<file path="src/rtl/ahb_timer_satellite.sv">
// AHB-Lite timer satellite: 32-bit up-counter with prescaler, compare match and a
// registered level interrupt. Zero-wait legal accesses, two-cycle ERROR response otherwise.
module ahb_timer_satellite #(
  parameter int unsigned PRESCALE_W    = 16,
  parameter logic [31:0] RESET_COMPARE = 32'hFFFF_FFFF
) (
  input  logic        clk,
  input  logic        nrst,
  input  logic        hsel,
  input  logic [31:0] haddr,
  input  logic [1:0]  htrans,
  input  logic        hwrite,
  input  logic [2:0]  hsize,
  input  logic [31:0] hwdata,
  input  logic        hready,
  output logic        hreadyout,
  output logic        hresp,
  output logic [31:0] hrdata,
  output logic        timer_irq
);

  typedef enum logic [1:0] {S_IDLE, S_DATA, S_ERR1, S_ERR2} state_t;

  localparam logic [2:0] OFF_CTRL   = 3'd0;
  localparam logic [2:0] OFF_PRE    = 3'd1;
  localparam logic [2:0] OFF_COUNT  = 3'd2;
  localparam logic [2:0] OFF_CMP    = 3'd3;
  localparam logic [2:0] OFF_STATUS = 3'd4;
  localparam logic [PRESCALE_W-1:0] PCNT_ONE = PRESCALE_W'(1);

  state_t                r_state;
  logic                  r_hreadyout;
  logic                  r_hresp;
  logic [2:0]            r_off;
  logic                  r_write;
  logic [2:0]            r_ctrl;
  logic [PRESCALE_W-1:0] r_prescale;
  logic [PRESCALE_W-1:0] r_pcnt;
  logic [31:0]           r_count;
  logic [31:0]           r_compare;
  logic                  r_match;
  logic                  r_irq;

  logic        w_accept;
  logic        w_legal;
  logic        w_wr;
  logic        w_tick;
  logic        w_hit;
  logic [31:0] w_rdata;
  logic        w_unused;

  // ERR1 is the only cycle that stalls the bus, so it is the only state that refuses a new address.
  assign w_accept = hsel & htrans[1] & hready & (r_state != S_ERR1);
  assign w_legal  = (hsize == 3'b010) & (haddr[1:0] == 2'b00);
  assign w_wr     = (r_state == S_DATA) & r_write;
  assign w_tick   = r_ctrl[0] & (r_pcnt == r_prescale);
  assign w_hit    = w_tick & (r_count == r_compare);
  assign w_unused = &{1'b0, haddr[31:5], htrans[0]};

  // NOTE: state registers use non-blocking assignments so every flop samples pre-edge values.
  always_ff @(posedge clk) begin
    if (nrst) begin
      r_state     <= S_IDLE;
      r_hreadyout <= 1'b1;
      r_hresp     <= 1'b0;
      r_off       <= 3'd0;
      r_write     <= 1'b0;
    end else if (w_accept) begin
      r_off   <= haddr[4:2];
      r_write <= hwrite;
      if (w_legal) begin
        r_state     <= S_DATA;
        r_hreadyout <= 1'b1;
        r_hresp     <= 1'b0;
      end else begin
        r_state     <= S_ERR1;
        r_hreadyout <= 1'b0;
        r_hresp     <= 1'b1;
      end
    end else begin
      case (r_state)
        S_ERR1: begin
          r_state     <= S_ERR2;
          r_hreadyout <= 1'b1;
          r_hresp     <= 1'b1;
        end
        default: begin
          r_state     <= S_IDLE;
          r_hreadyout <= 1'b1;
          r_hresp     <= 1'b0;
        end
      endcase
    end
  end

  // Software writes win over the tick update; a tick match wins over the W1C clear.
  always_ff @(posedge clk) begin
    if (nrst) begin
      r_ctrl     <= 3'd0;
      r_prescale <= '0;
      r_pcnt     <= '0;
      r_count    <= 32'd0;
      r_compare  <= RESET_COMPARE;
      r_match    <= 1'b0;
      r_irq      <= 1'b0;
    end else begin
      if (w_wr && r_off == OFF_CTRL) r_ctrl     <= hwdata[2:0];
      if (w_wr && r_off == OFF_PRE)  r_prescale <= hwdata[PRESCALE_W-1:0];
      if (w_wr && r_off == OFF_CMP)  r_compare  <= hwdata;

      if (w_wr && r_off == OFF_PRE)  r_pcnt <= '0;
      else if (r_ctrl[0])            r_pcnt <= w_tick ? '0 : r_pcnt + PCNT_ONE;

      if (w_wr && r_off == OFF_COUNT) r_count <= hwdata;
      else if (w_tick)                r_count <= (w_hit && r_ctrl[2]) ? 32'd0 : r_count + 32'd1;

      if (w_hit)                                         r_match <= 1'b1;
      else if (w_wr && r_off == OFF_STATUS && hwdata[0]) r_match <= 1'b0;

      r_irq <= r_match & r_ctrl[1];
    end
  end

  // NOTE: default assignment first so the read mux cannot infer a latch.
  always_comb begin
    w_rdata = 32'd0;
    if (r_state == S_DATA && !r_write) begin
      case (r_off)
        OFF_CTRL:   w_rdata = {29'd0, r_ctrl};
        OFF_PRE:    w_rdata = 32'(r_prescale);
        OFF_COUNT:  w_rdata = r_count;
        OFF_CMP:    w_rdata = r_compare;
        OFF_STATUS: w_rdata = {31'd0, r_match};
        default:    w_rdata = 32'd0;
      endcase
    end
  end

  assign hreadyout = r_hreadyout;
  assign hresp     = r_hresp;
  assign hrdata    = w_rdata;
  assign timer_irq = r_irq;

endmodule

</file>
<file path="config.mk">
export PLATFORM = sky130hd
export DESIGN_NAME = ahb_timer_satellite
export DESIGN_NICKNAME = d
export VERILOG_FILES = /design/src/rtl/ahb_timer_satellite.sv
export SDC_FILE = /design/constraint.sdc
export NUM_CORES = 1
export LEC_CHECK = 0
export BUFFER_PORTS_ARGS = -buffer_cell sky130_fd_sc_hd__clkbuf_2
export CAP_MARGIN = 15
export CORE_ASPECT_RATIO = 2
export CORE_MARGIN = 5
export CORE_UTILIZATION = 32
export CTS_BUF_LIST = sky130_fd_sc_hd__clkbuf_16
export DETAILED_ROUTE_END_ITERATION = 10
export PLACE_DENSITY = 0.57
export SLEW_MARGIN = 20
export SYNTH_ARGS = -nofsm -noshare
export SYNTH_HDL_FRONTEND = slang
export SYNTH_SLANG_ARGS = --single-unit
</file>
<file path="constraint.sdc">
create_clock -name clk -period 3.8 [get_ports clk]
set_input_delay 0.76 -clock clk [delete_from_list [all_inputs] [get_ports clk]]
set_output_delay 0.76 -clock clk [all_outputs]
set_load 0.01 [all_outputs]
</file>
==> impl_metrics.toml <==
[critical_path]
r2r-start = "r_pcnt[7]"
cp.required_ps = 3040
worstSetupEndpointType = "output port"
path_max_fanout = 17
reg2regPathDepth = 7
crit_path_end = "hrdata[18]"
worstPathCellList = "nor2b_1, and2_1, a22oi_1, nor2_1, clkbuf_2"
slowest_delay_ps = 650
reg2reg_slack_ps = 1010
cp_slowest_cell = "and2_1"
worstSetupPathType = "reg2out"
critPathLaunch = "r_off[2]"
start_kind = "flip-flop"
cp_data_arrival_time_ps = 2220
r2r_end = "r_count[30]"

[clock_network]
htreeDepth = 3
cts_setup_buffers = 0
clkLatencyLatePin_ps = 360
cts_inserted_buffers = 9
hold_buffers = 0
cts.clk_slew.worst_paths_ps = 70
clock_path_buffers = 2
cts-root-buf = "clkbuf_16"
cts_resized = 0
cts_sinks = 108
cts_tree = "done"

[cells_and_area]
nNetsFinal = 911
multiInputGateArea_um2 = 4023
antenna_cells = 0
area.sequential_um2 = 2162
drive_gt1_frac = 0.1452
final.fill_count = 2184
postLayoutCellArea_um2 = 7343
areaGrowthSynthToFinish_pct = 13.56

[pwr]
powerDensity_nw_per_um2 = 305.9
p_leak_nw = 2.600
p_total_mw = 2.247
ir_drop_uv = 169.0

[floorplan]
core_um2 = 19910
dieWidth_um = 110.5
io_pins = 109
die_h_um = 211.0
dieArea_um2 = 23320
row_count = 73
start_util = 0.3247

[sta]
fin_skew_ps = 6.685
final_max_slew_viol_count = 0
rsz0062_at_grt = "false"
fin_setup_tns_ps = 0
tightest_slew_ps = 1001
hold_ws_ps = 486.2
fmax_mhz = 335.2
fin_crit_ps = 2983
hold_viol = 0
final.setup.worst_slack_ps = 816.6
finalSetupViolations = 0
fin_crit_sh = 0.7851
slew_headroom = 0.3329

[logic_synthesis]
ys_types = 54
syn_inst = 800
synthAdderAreaFrac = 0.003870
synth_mux_area_frac = 0.06792
synth_common_cells = "nor2_1, dfxtp_1, clkbuf_1"
yosys_warnings = 0
synthArstFlopShare = 0
ys_seq_elements = 108
yosys-top-cells-area = "dfxtp_1, xnor2_1, nor2_1, a211o_1, mux2i_1"
yosysTopAreaCellShare = 0.3344
postSynthAreaPerCell_um2 = 8.083
ys_seq_area_frac = 0.3344
synth-simple-area-share = 0.2711
synthXorXnorAreaFrac = 0.09075
syn_nets = 876
yosys.area.top_type = "dfxtp_1"
synth-compound-area-share = 0.1840
synth_most_common_cell = "nor2_1"
syn-cell-area_um2 = 6466
synth_edf_count = 0
synth_top_family_by_area = "simple AND/OR/NAND/NOR gates"
synth_flop_cell = "dfxtp_1"

[run_status]
status = "completed"

[route]
routedWlPerCell_um = 19.30
wl_mm = 21.27
drt_iter0_drc = 325
dr.pass1.iters = 5
viasPerCell = 5.511
vias = 6073
drc = 0
ant_nets = 0

[global_routing]
grt_overflow = 0
grt_pass1_wl_mm = 33.34
grt_max_degree = 65
grt_usage = 0.1806
antenna_found_initial = 0
grt_pass1_vias = 6016

[placed_design]
dpl_cell_area_um2 = 7074
dp_hpwl_mm = 16.27
place_congestion = 0.9268
io_buffer_count = 80
post-place-ws_ps = 1055

[job]
maxCapViolations = 0

[min_path]
worst_hold_path_type = "reg2reg"
[report_power, final]
group          switching [mW]  internal [mW]  leakage, nW  total [mW]
logic                  0.0899         0.0717         1.59       0.162
registers              0.0394           1.15        0.873        1.19
clock network           0.453          0.443        0.137       0.897
total                   0.582           1.66         2.60        2.25
[stage by stage]
step,util,cells
5_1_grt,0.3688,1102
6_report,0.3688,1102
3_3_place_gp,0.3553,1086
2_1_floorplan,-,800
3_5_place_dp,0.3553,1086
4_1_cts,0.3688,1102
[kinds of logic (layout without fill, tap and decap cells)]
| family | after synthesis | after routing |
|---|---|---|
| adder cells (fa/ha/maj) | 2 | 2 |
| AO/OA/AOI/OAI | 160 | 160 |
| flip-flops | 108 | 108 |
| multiplexers | 42 | 42 |
| buffers and inverters | 80 | 120 |
| AND/OR/NAND/NOR | 341 | 341 |
| XOR/XNOR | 67 | 67 |
[registers in the layout, summed over array words and instances (netlist names)]
name / flops
r_pcnt: 16
timer_irq: 1
r_write: 1
r_ctrl: 3
hreadyout: 1
r_state: 2
r_compare: 32
r_match: 1
r_prescale: 16
r_count: 32
r_off: 3
[layout by cell type, fill, tap and decap left out, types with 16 or more instances in the layout]
| cell type | count |
|---|---|
| nor2b_1 | 37 |
| o21ai_1 | 16 |
| a21oi_1 | 18 |
| nand3_1 | 25 |
| buf_4 | 19 |
| xnor2_1 | 51 |
| nand2_1 | 44 |
| nand4_1 | 28 |
| a22oi_1 | 34 |
| mux2i_1 | 27 |
| nor2_1 | 116 |
| dfxtp_1 | 108 |
| a211o_1 | 32 |
| clkbuf_2 | 79 |
| xor2_1 | 16 |
[critical path: cells and delay by family (launching register included)]
family | cells | cell delay (ps)
buf+inv | 1 | 160
simple gates | 3 | 1040
flops | 1 | 460
compound gates | 1 | 200
[how the worst min path moves through the flow]
stage	start	to	slack [ps]	cells after the start
after global placement	r_ctrl[1]	timer_irq	470	2
after CTS	r_ctrl[1]	timer_irq	490	2
after detailed placement	r_ctrl[1]	timer_irq	470	2
final	r_ctrl[1]	timer_irq	490	2
after floorplan	r_match	timer_irq	420	2
after global routing	r_ctrl[1]	timer_irq	510	2
[per-layer routing]
layer	global-route usage	share of wire	up-vias
met1	0.1783	0.36	2910
met5	0	0	-
li1	-	-	2949
met3	0.02867	0.034	61
met4	0.1220	0.060	0
met2	0.3417	0.55	153
[layout make-up]
cell class,count,area share
clock buffers,9,0.03067
multi-input cells,612,0.5478
repair buffers,99,0.07395
inverters,5,0.002556
well taps,262,0.04464
clock inverters,7,0.005964
flip-flops and latches,108,0.2944
No activity file was read; power rests on OpenSTA's default activity.
